==> src/rtl/fb_write_sched.sv <==
// -----------------------------------------------------------------------------
// fb_write_sched
//
// Write-port scheduler for the VGA frame-buffer RAM. N_REQ pixel producers
// share the single RAM write port through a round-robin arbiter. Writes are
// only issued while the raster is in vertical blanking, so scan-out never
// tears. A clear sequencer can take the port and wipe the whole buffer to one
// colour, pausing whenever the raster leaves blanking.
//
// Ports:
//   clk          in   VGA pixel clock
//   rst          in   synchronous, active-high reset
//   vc_in        in   current vertical count from the VGA timing block
//   req          in   per-requester write request
//   req_addr     in   packed addresses, requester i at [i*ADDR_W +: ADDR_W]
//   req_data     in   packed pixel data, requester i at [i*DATA_W +: DATA_W]
//   gnt          out  one-hot grant (combinational, same cycle as request)
//   clear_start  in   pulse: begin full-buffer clear
//   clear_color  in   colour written by the clear (sampled every clear write)
//   clear_busy   out  high while the clear sequencer owns the port
//   clear_done   out  one-cycle pulse when the clear completes
//   wr_en        out  RAM write enable (registered)
//   wr_addr      out  RAM write address (registered)
//   wr_data      out  RAM write data (registered)
//   frame_tick   out  one-cycle pulse when blanking begins
// -----------------------------------------------------------------------------
module fb_write_sched #(
    parameter int N_REQ    = 4,
    parameter int ADDR_W   = 16,
    parameter int DATA_W   = 8,
    parameter int FB_DEPTH = 19200,
    parameter int V_ACTIVE = 480
) (
    input  logic                      clk,
    input  logic                      rst,
    input  logic [9:0]                vc_in,
    input  logic [N_REQ-1:0]          req,
    input  logic [N_REQ*ADDR_W-1:0]   req_addr,
    input  logic [N_REQ*DATA_W-1:0]   req_data,
    output logic [N_REQ-1:0]          gnt,
    input  logic                      clear_start,
    input  logic [DATA_W-1:0]         clear_color,
    output logic                      clear_busy,
    output logic                      clear_done,
    output logic                      wr_en,
    output logic [ADDR_W-1:0]         wr_addr,
    output logic [DATA_W-1:0]         wr_data,
    output logic                      frame_tick
);

    localparam int PTR_W = (N_REQ > 1) ? $clog2(N_REQ) : 1;

    localparam logic [PTR_W-1:0]  PTR_LAST  = PTR_W'(N_REQ - 1);
    localparam logic [ADDR_W-1:0] CNT_LAST  = ADDR_W'(FB_DEPTH - 1);
    localparam logic [9:0]        VC_BLANK  = 10'(V_ACTIVE);

    localparam logic [0:0] ST_ARB   = 1'b0;
    localparam logic [0:0] ST_CLEAR = 1'b1;

    logic [0:0]        r_state;
    logic [PTR_W-1:0]  r_ptr;
    logic [ADDR_W-1:0] r_cnt;
    logic              r_win_d;
    logic              r_wr_en;
    logic [ADDR_W-1:0] r_wr_addr;
    logic [DATA_W-1:0] r_wr_data;
    logic              r_clear_busy;
    logic              r_clear_done;
    logic              r_frame_tick;

    logic              w_win;
    logic              w_found;
    logic [PTR_W-1:0]  w_idx;
    logic              w_grant;
    logic [N_REQ-1:0]  w_gnt;

    assign w_win = (vc_in >= VC_BLANK);

    // Round-robin search: start one past the last granted index and wrap, so
    // the most recent winner has the lowest priority on the next grant.
    always_comb begin
        // NOTE: every combinational output gets a default before any branch;
        // a path that leaves one unassigned would infer a latch.
        w_found = 1'b0;
        w_idx   = '0;
        for (int k = 1; k <= N_REQ; k++) begin
            if (!w_found && req[(int'(r_ptr) + k) % N_REQ]) begin
                w_found = 1'b1;
                w_idx   = PTR_W'((int'(r_ptr) + k) % N_REQ);
            end
        end
    end

    // clear_start outranks any request arriving in the same cycle.
    assign w_grant = (r_state == ST_ARB) && !clear_start && w_win && w_found;

    always_comb begin
        w_gnt = '0;
        if (w_grant) begin
            w_gnt[w_idx] = 1'b1;
        end
    end

    always_ff @(posedge clk) begin
        // NOTE: sequential state uses non-blocking assignments only, so every
        // register here samples the pre-edge values of the others.
        if (rst) begin
            r_state      <= ST_ARB;
            r_ptr        <= PTR_LAST;
            r_cnt        <= '0;
            r_win_d      <= 1'b0;
            r_wr_en      <= 1'b0;
            r_wr_addr    <= '0;
            r_wr_data    <= '0;
            r_clear_busy <= 1'b0;
            r_clear_done <= 1'b0;
            r_frame_tick <= 1'b0;
        end else begin
            r_win_d      <= w_win;
            r_frame_tick <= w_win && !r_win_d;
            // Pulses and the write strobe default low; branches below raise
            // them only for the cycle they apply to.
            r_wr_en      <= 1'b0;
            r_clear_done <= 1'b0;

            case (r_state)
                ST_ARB: begin
                    if (clear_start) begin
                        r_state      <= ST_CLEAR;
                        r_cnt        <= '0;
                        r_clear_busy <= 1'b1;
                    end else if (w_grant) begin
                        r_ptr     <= w_idx;
                        r_wr_en   <= 1'b1;
                        r_wr_addr <= req_addr[int'(w_idx)*ADDR_W +: ADDR_W];
                        r_wr_data <= req_data[int'(w_idx)*DATA_W +: DATA_W];
                    end
                end

                ST_CLEAR: begin
                    // Outside blanking the clear simply holds its position.
                    if (w_win) begin
                        r_wr_en   <= 1'b1;
                        r_wr_addr <= r_cnt;
                        r_wr_data <= clear_color;
                        if (r_cnt == CNT_LAST) begin
                            // Last word issued: hand the port back and flag
                            // completion on the same edge as that write.
                            r_state      <= ST_ARB;
                            r_cnt        <= '0;
                            r_clear_busy <= 1'b0;
                            r_clear_done <= 1'b1;
                        end else begin
                            r_cnt <= r_cnt + 1'b1;
                        end
                    end
                end

                default: begin
                    r_state <= ST_ARB;
                end
            endcase
        end
    end

    assign gnt        = w_gnt;
    assign clear_busy = r_clear_busy;
    assign clear_done = r_clear_done;
    assign wr_en      = r_wr_en;
    assign wr_addr    = r_wr_addr;
    assign wr_data    = r_wr_data;
    assign frame_tick = r_frame_tick;

endmodule

==> config.mk <==
export PLATFORM = sky130hd
export DESIGN_NAME = fb_write_sched
export DESIGN_NICKNAME = d
export VERILOG_FILES = /design/src/rtl/fb_write_sched.sv
export SDC_FILE = /design/constraint.sdc
export NUM_CORES = 1
export LEC_CHECK = 0
export BUFFER_PORTS_ARGS = -buffer_cell sky130_fd_sc_hd__buf_2
export CORE_ASPECT_RATIO = 1.75
export CORE_MARGIN = 2
export CORE_UTILIZATION = 46
export CTS_CLUSTER_SIZE = 12
export DETAILED_ROUTE_END_ITERATION = 8
export HOLD_SLACK_MARGIN = 0.1
export PLACE_DENSITY = 0.81
export SETUP_SLACK_MARGIN = 0.4
export SLEW_MARGIN = 20
export SYNTH_ARGS = -nofsm -noshare
export SYNTH_HDL_FRONTEND = slang
export SYNTH_SLANG_ARGS = --single-unit
==> constraint.sdc <==
create_clock -name clk -period 3.5 [get_ports clk]
set_clock_uncertainty 0.05 [all_clocks]
set_input_delay 1.05 -clock clk [delete_from_list [all_inputs] [get_ports clk]]
set_output_delay 1.05 -clock clk [all_outputs]
set_load 0.02 [all_outputs]
[Word level (Yosys, flattened, before mapping)]
Index checks and enable logic that the tools add are counted.
Storage, ports and cells
  bits in registers: 48
  bits of input ports: 121
  logic and storage cells: 107
Operators by class
  add/sub/neg operators: 5
  order comparisons: 7
  equal/unequal tests: 6
  shift-type cells: 2
  multiplexer cells: 48
  bitwise logic cells: 7
  reductions and logical operators: 22
Operator list (count)
  16-bit 2-to-1 mux: 6
  16-bit one-hot mux with 2 select lines: 2
  64-bit by 7-bit variable part select with 16-bit output: 1
  32-bit by 6-bit variable part select with 8-bit output: 1
  8-bit 2-to-1 mux: 3
  1-bit 2-to-1 mux: 23
  16-bit by 1-bit adder with 16-bit output, second input constant: 1
  16-bit by 15-bit == test with 1-bit output, second input constant: 1
  3-bit by 4-bit less-than comparator with 1-bit output, second input constant: 4
  8-bit one-hot mux with 2 select lines: 1
  10-bit by 9-bit greater-or-equal comparator with 1-bit output, second input constant: 1
  3-bit AND reduction: 3
  1-bit binary-select mux with 2-bit select: 4
  1-bit logical AND: 8
  2-bit 2-to-1 mux: 4
  2-bit OR reduction: 4
  2-bit inequality test, second input constant: 3
  1-bit one-hot mux with 2 select lines: 3
  1-bit zero test: 5
  2-bit by 1-bit adder with 2-bit output, second input constant: 2
  2-bit adder, second input constant: 2
  1-bit AND, first input constant: 4
  4-bit 2-to-1 mux: 1
  2-bit by 1-bit inequality test with 1-bit output, second input constant: 2
  6 further kinds: 8

[Longest topological paths before layout]
Gate-level depths: netlist of the first run.
  depth after elaboration: 21
  mapped depth: 7
  gate-level depth less buffers: 6

[Least setup slack after synthesis of the first run]
OpenSTA, ideal clock, no wires.
  path kind: input to output
  start point: input req[1]
  end point: output gnt[0]
  arrival time: 2.457 ns
  slack: -0.057 ns
  stages: 6
  buffers on the path: 2
  cell sequence: a221o_1 a21oi_1 buf_4 buf_4 inv_1 nor3_1
On the way
  word-level cells in the longest chain between the ends: 18
  elaborated cells between the ends (all ways): 33
Ends and longest elaborated chain
  start, declared: RTL line 37  | input logic [N_REQ-1:0] req,
  1-bit binary-select mux with 2-bit select: RTL line 87  | if (!w_found && req[(int'(r_ptr) + k) % N_REQ]) begin
  1-bit 2-to-1 mux (not written as such) (2 in a row): RTL line 87
  1-bit 2-to-1 mux: RTL line 87
  1-bit zero test: RTL line 87
  1-bit logical AND: RTL line 87
  1-bit 2-to-1 mux: RTL line 87
  1-bit zero test: RTL line 87
  1-bit logical AND: RTL line 87
  1-bit 2-to-1 mux: RTL line 87
  1-bit zero test: RTL line 87
  1-bit logical AND: RTL line 87
  2-bit 2-to-1 mux: RTL line 87
  2-bit by 3-bit less-than comparator with 1-bit output (not written as such) / 2-bit by 1-bit greater-or-equal comparator with 1-bit output (equally long branches): RTL line 100  | w_gnt[w_idx] = 1'b1;
  1-bit logical AND (not written as such): RTL line 100
  1-bit 2-to-1 mux (not written as such): RTL line 100
  1-bit demux with 2-bit select: RTL line 100
  4-bit 2-to-1 mux (*): RTL line 99  | if (w_grant) begin
  end, declared: RTL line 40  | output logic [N_REQ-1:0] gnt,
Every way passes the cells marked *; elsewhere a longest branch is shown, timed or not. The select of a mux whose other input is x is not followed.

[Worst setup path in the final report of the first run]
  start point: input vc_in[5]
  end point: output gnt[1]
On the way
  word-level cells in the longest chain between the ends: 4
Ends and longest elaborated chain
  start, declared: RTL line 36  | input logic [9:0] vc_in,
  10-bit by 9-bit greater-or-equal comparator with 1-bit output: RTL line 77  | assign w_win = (vc_in >= VC_BLANK);
  1-bit logical AND (2 in a row): RTL line 95  | assign w_grant = (r_state == ST_ARB) && !clear_start && w_win && w_found;
  4-bit 2-to-1 mux: RTL line 99
No other way between the ends.

==> impl_metrics.ini, run 1 <==
[route]
drt_iter0_markers = 118
vias = 3122
via_per_inst = 5.66
routedWlPerCell_um = 15.2
drt-total-wl_um = 8380
drtAntennaViolNets = 0
dr.pass1.iters = 5
remaining_drc_errors = 0

[worst_setup_path]
startpoint_type = input port
worstRegToRegCells = 6
worst_path_most_repeated_cell = buf_6
crit_fanout = 3
crit_required_ns = 2.40
end_kind = primary output
path_class = input port to primary output
arrival_ns = 2.18
reg2reg_to = r_cnt[7]
slowest_stage = or4_4
r2r_start = r_cnt[1]
max_stage_delay_ns = 0.53
rrSetupSlack_ns = 0.95
path_cells = buf_8, a41oi_4, or4_4, buf_6, nor3_4, buf_6

[placed_design]
gp_congestion = 0.863
dpl.hpwl_um = 6580
post_dp_cell_area_um2 = 3830
dpl.cell_count = 544
portBuffers = 147

[die]
coreArea_um2 = 6230
io_pins = 153
die_h_um = 110
die_x_um = 64.6
start_util_pct = 47.5
num_rows = 38
die_area_um2 = 7110

[timing]
fmax_mhz = 305
whs_ns = 0.347
slew_headroom_pct = 46.5
setup_viol = 0
slew_violations = 0
setup_tns_ns = 0
period_minus_slack_ns = 3.28
fin_crit_sh_pct = 93.7
tightest_slew_ns = 0.801
grt_setup_unrepaired = yes
hold_viol = 0

[clocking]
clock_path_buffers = 2
path_clk_slew_ns = 0.08
hold_buffers = 0
cts_tree = done
clkLatencyLatePin_ns = 0.30
cts_buffers = 5
cts-root-buf = clkbuf_8
cts_setup_buffers = 0
cts_max_level = 2
clock-sinks = 48

[synthesis]
avgSynthCellArea_um2 = 8.96
yosys_warnings = 0
synth_area_um2 = 2960
synth_edf_count = 0
syn_inst = 330
yosysUniqueCellTypes = 45
synth_nets = 452
async_flop_share_pct = 0
synth-main-ff-cell = dfxtp_1
yosysSeqAreaShare_pct = 32.5
synth_seq_cells = 48

[cells_and_area]
antenna_cells = 0
area_growth_pct = 35.3
nFillCells = 523
drive_gt1_share_pct = 44.1
fin_area_um2 = 4000
layoutNonFillerInstCount = 552
final_nets = 593

[grt]
gr-total-overflow = 0
grt_pass1_wl_um = 12800
grt_max_degree = 51
grt_pass1_vias = 2901
grt_usage_pct = 22.8
antenna_found_initial = 0

[power_and_ir_drop]
vdd_drop_max_mv = 0.198
power.leakage_nw = 1.77
design_power_total_mw = 1.36
powerDensity_nw_per_um2 = 341

[min_path]
hp-start = r_win_d
min_to = frame_tick
min_path_type = flip-flop to flip-flop
holdPathStages = 1

[status]
status = finished clean

[flow_run]
cap_violations = 0
Yosys cell counts (all sizes together), types with 2 or more instances:
library cell  count  area, µm²
inv               8       30.0
clkbuf           12       47.6
nor4              8       50.1
a21oi            14       70.1
xnor2             2       17.5
nand2b            2       12.5
nor3b             5       37.5
nor3             14       70.1
a22oi            28        210
nand4             5       46.3
nor2             25       93.8
buf              12        104
mux2i            48        480
a21o              2       16.3
dfxtp            48        961
mux2             23        259
or3               2       12.5
nand3             6       30.0
o21ai            33        169
nand3b            2       15.0
nand2            14       52.6
state kept, by name, summed over array words and instances (netlist names), 2 cells and up:
register and cells:
wr_addr 16, r_cnt 16, r_ptr 2, wr_data 8
layout by cell type (no fill, tap or decap), types with 6 or more instances in the layout:
cell type  count
nor2_1        23
buf_2        139
o21ai_0       13
nor3_1        11
clkbuf_8       6
mux2_2        23
o21ai_1       19
nor4_1         7
inv_1          6
buf_6          7
buf_4          9
nand2_1       13
nand3_1        6
mux2i_1       48
a22oi_1       28
dfxtp_1       48
a21oi_1       12
worst max-delay path by stage:
stage             start     end  slack (ns)  depth (start not counted)
3_5_place_dp   vc_in[5]  gnt[1]        0.01                          6
5_1_grt        vc_in[5]  gnt[1]        0.17                          6
2_1_floorplan  vc_in[5]  gnt[2]        0.23                          6
4_1_cts        vc_in[5]  gnt[1]        0.18                          6
6_report       vc_in[5]  gnt[1]        0.22                          6
3_3_place_gp   vc_in[5]  gnt[1]        0.02                          6
metrics by stage:
step / util (%) / setup WS, ns
after floorplan: - / 0.225
after global placement: 61.6 / 0.0210
after detailed placement: 61.6 / 0.0145
after CTS: 64.0 / 0.176
after global routing: 64.2 / 0.167
final: 64.2 / 0.219
routing by layer:
metal  global-route usage (%)  up-vias  wire, µm
li1                         -     1518         -
met1                     23.2     1449      3050
met2                     42.7      130      4550
met3                     4.26       25       490
met4                     13.1        0       279
met5                        0        -         0
where the power goes:
part | internal (mW) | switching (mW) | total [mW]
Combinational | 0.213 | 0.221 | 0.434
Sequential | 0.576 | 0.0167 | 0.593
Clock | 0.158 | 0.178 | 0.336
Total | 0.947 | 0.416 | 1.36
cell type report:
type | instances | area (µm²) | area share (%)
inverter | 8 | 32.5 | 0.814
clock inverter | 2 | 10.0 | 0.250
tap | 80 | 100 | 2.50
timing repair buffer | 158 | 892 | 22.3
clock buffer | 6 | 82.6 | 2.07
multi-input combinational | 250 | 1920 | 48.0
sequential | 48 | 961 | 24.0
kinds of logic (layout without fill, tap and decap cells):
| family | after synthesis | after routing | share of synthesized area [%] |
|---|---|---|---|
| simple gates | 88 | 88 | 15.7 |
| compound gates | 87 | 87 | 19.3 |
| mux | 71 | 71 | 25.0 |
| flops | 48 | 48 | 32.5 |
| buf+inv | 32 | 174 | 6.14 |
| xor+xnor | 3 | 3 | 0.889 |
| fa+ha+maj | 1 | 1 | 0.423 |
worst max-delay path, delay by kind of cell:
family	cells	cell delay [ns]
AOI/OAI and AO/OA	1	0.11
buffers and inverters	3	0.37
and+or+nand+nor	2	0.64
repair_timing:
action                     in CTS  in global routing
gates resized for setup        15                  2
setup endpoints to repair       4                  4
pin swaps                       3                  2
Note: power is estimated with default switching activity, not from simulation.
==> run 2, diff against run 1 <==
--- a/config.mk
+++ b/config.mk
@@ -6,7 +6,7 @@
 export NUM_CORES = 1
 export LEC_CHECK = 0
 export BUFFER_PORTS_ARGS = -buffer_cell sky130_fd_sc_hd__buf_2
-export CORE_ASPECT_RATIO = 1.75
+export CORE_ASPECT_RATIO = 0.8
 export CORE_MARGIN = 2
 export CORE_UTILIZATION = 46
 export CTS_CLUSTER_SIZE = 12
==> run 2 against run 1 <==
Compared with the run above: count of clock-buffer cells in the layout is the same; setup slack improved by 0.017 ns; register-to-register slack worse by 0.04 ns; global-route usage rose by 1.8 points; sequential cell count unchanged; hold slack better by 0.014 ns; die area decreased by 0.30%; critical path depth is the same; sequential share of layout area fell by 0.090 points; first-iteration DRC count rose by 50%; critical path type unchanged; critical endpoint is now gnt[0]; largest power group unchanged.
==> impl_metrics.ini, run 2 (synthesized netlist as in run 1, its figures left out) <==
[route]
vias = 3113
dr.pass1.iters = 4
drt-total-wl_um = 8710
via_per_inst = 5.60
routedWlPerCell_um = 15.7
remaining_drc_errors = 0
drt_iter0_markers = 177
drtAntennaViolNets = 0

[worst_setup_path]
worst_path_most_repeated_cell = buf_6
slowest_stage = or4_4
end_kind = primary output
path_cells = buf_8, a41oi_4, or4_4, buf_6, nor3_4, buf_6
crit_fanout = 3
path_class = input port to primary output
crit_required_ns = 2.40
max_stage_delay_ns = 0.53
arrival_ns = 2.16
startpoint_type = input port

[cells_and_area]
final_cell_mix = 139 x buf_2, 48 x mux2i_1, 48 x dfxtp_1
final_nets = 593
drive_gt1_share_pct = 43.9
area_growth_pct = 35.8
antenna_cells = 0
layout_commonest_cell = buf_2

[die]
coreArea_um2 = 6310
start_util_pct = 46.8
die_area_um2 = 7090
die_x_um = 93.6
num_rows = 26
die_h_um = 75.7
io_pins = 153

[timing]
setup_tns_ns = 0
slew_violations = 0
fin_crit_sh_pct = 93.3
slew_headroom_pct = 51.7
tightest_slew_ns = 0.722
fmax_mhz = 306
grt_setup_unrepaired = yes
period_minus_slack_ns = 3.26
setup_viol = 0
hold_viol = 0

[power_and_ir_drop]
vdd_drop_max_mv = 0.235
design_power_total_mw = 1.45
powerDensity_nw_per_um2 = 362
power.leakage_nw = 1.78

[clocking]
clock_path_buffers = 2
clkLatencyLatePin_ns = 0.31
cts_buffers = 5
clock-sinks = 48
cts-root-buf = clkbuf_8
cts_max_level = 2
cts_tree = done
path_clk_slew_ns = 0.08

[placed_design]
portBuffers = 147
gp_congestion = 0.891
dpl.hpwl_um = 6610

[grt]
grt_usage_pct = 24.6
gr-total-overflow = 0
grt_max_degree = 51
grt_pass1_vias = 2871
grt_pass1_wl_um = 13700
antenna_found_initial = 0

[flow_run]
cap_violations = 0

[min_path]
min_path_type = flip-flop to flip-flop

[status]
status = finished clean
run 2: cell types whose count changed in the layout (fill, tap and decap cells not counted):
cell / previous run / this run
nor4_2: 1 / 0
bufinv_16: 0 / 1
nor4_1: 7 / 8
buf_4: 9 / 10
buf_12: 1 / 0
clkinv_4: 0 / 1
clkinv_2: 2 / 0
run 2: per-stage QoR:
stage / setup slack, ns / cell area, µm² / hold slack [ns] / utilization [%] / cells
after floorplan: 0.225 / 3040 / 0.323 / - / 330
after global placement: 0.0559 / 3810 / 0.336 / 60.4 / 546
after detailed placement: 0.0324 / 3810 / 0.345 / 60.4 / 546
after CTS: 0.231 / 4010 / 0.364 / 63.5 / 556
after global routing: 0.182 / 4010 / 0.382 / 63.6 / 556
final: 0.235 / 4010 / 0.362 / 63.6 / 556
run 2: final cells by class:
cell class              instances  area [µm²]
multi-input cells             250        1910
well taps                      84         105
flip-flops and latches         48         961
inverters                       8        32.5
clock buffers                   6        82.6
fillers                       531        2300
repair buffers                158         880
clock inverters                 2        38.8
run 2: layer usage:
metal / GRT usage [%] / wire [µm] / up-vias
met5: 0 / 0 / -
met4: 10.3 / 279 / 0
met3: 6.53 / 663 / 25
met2: 43.2 / 4120 / 134
met1: 29.2 / 3650 / 1439
li1: - / - / 1515
run 2: where the power goes:
group          switching (mW)  internal [mW]
registers              0.0217          0.576
logic                   0.218          0.210
clock network           0.193          0.234
total                   0.432           1.02
run 2: critical path, delay by kind of cell:
family	cells	cell delay, ns
and+or+nand+nor	2	0.64
buffers and inverters	3	0.37
AOI/OAI and AO/OA	1	0.11
run 2: path summary, 6_finish.rpt:
check / to / start / cells past startpoint / slack (ns)
worst min register to register: frame_tick / r_win_d / 1 / 0.36
worst min-delay path: frame_tick / r_win_d / 1 / 0.36
worst max-delay path: gnt[0] / vc_in[5] / 6 / 0.24
worst max register to register: r_cnt[6] / r_cnt[1] / 6 / 0.91
run 2: repair_timing:
item                                    4_1_cts  5_1_grt
hold buffers                                  0        0
gates resized for setup                      16        1
pin swaps                                     3        0
endpoints found under the setup margin        4        5
setup buffers                                 2        0
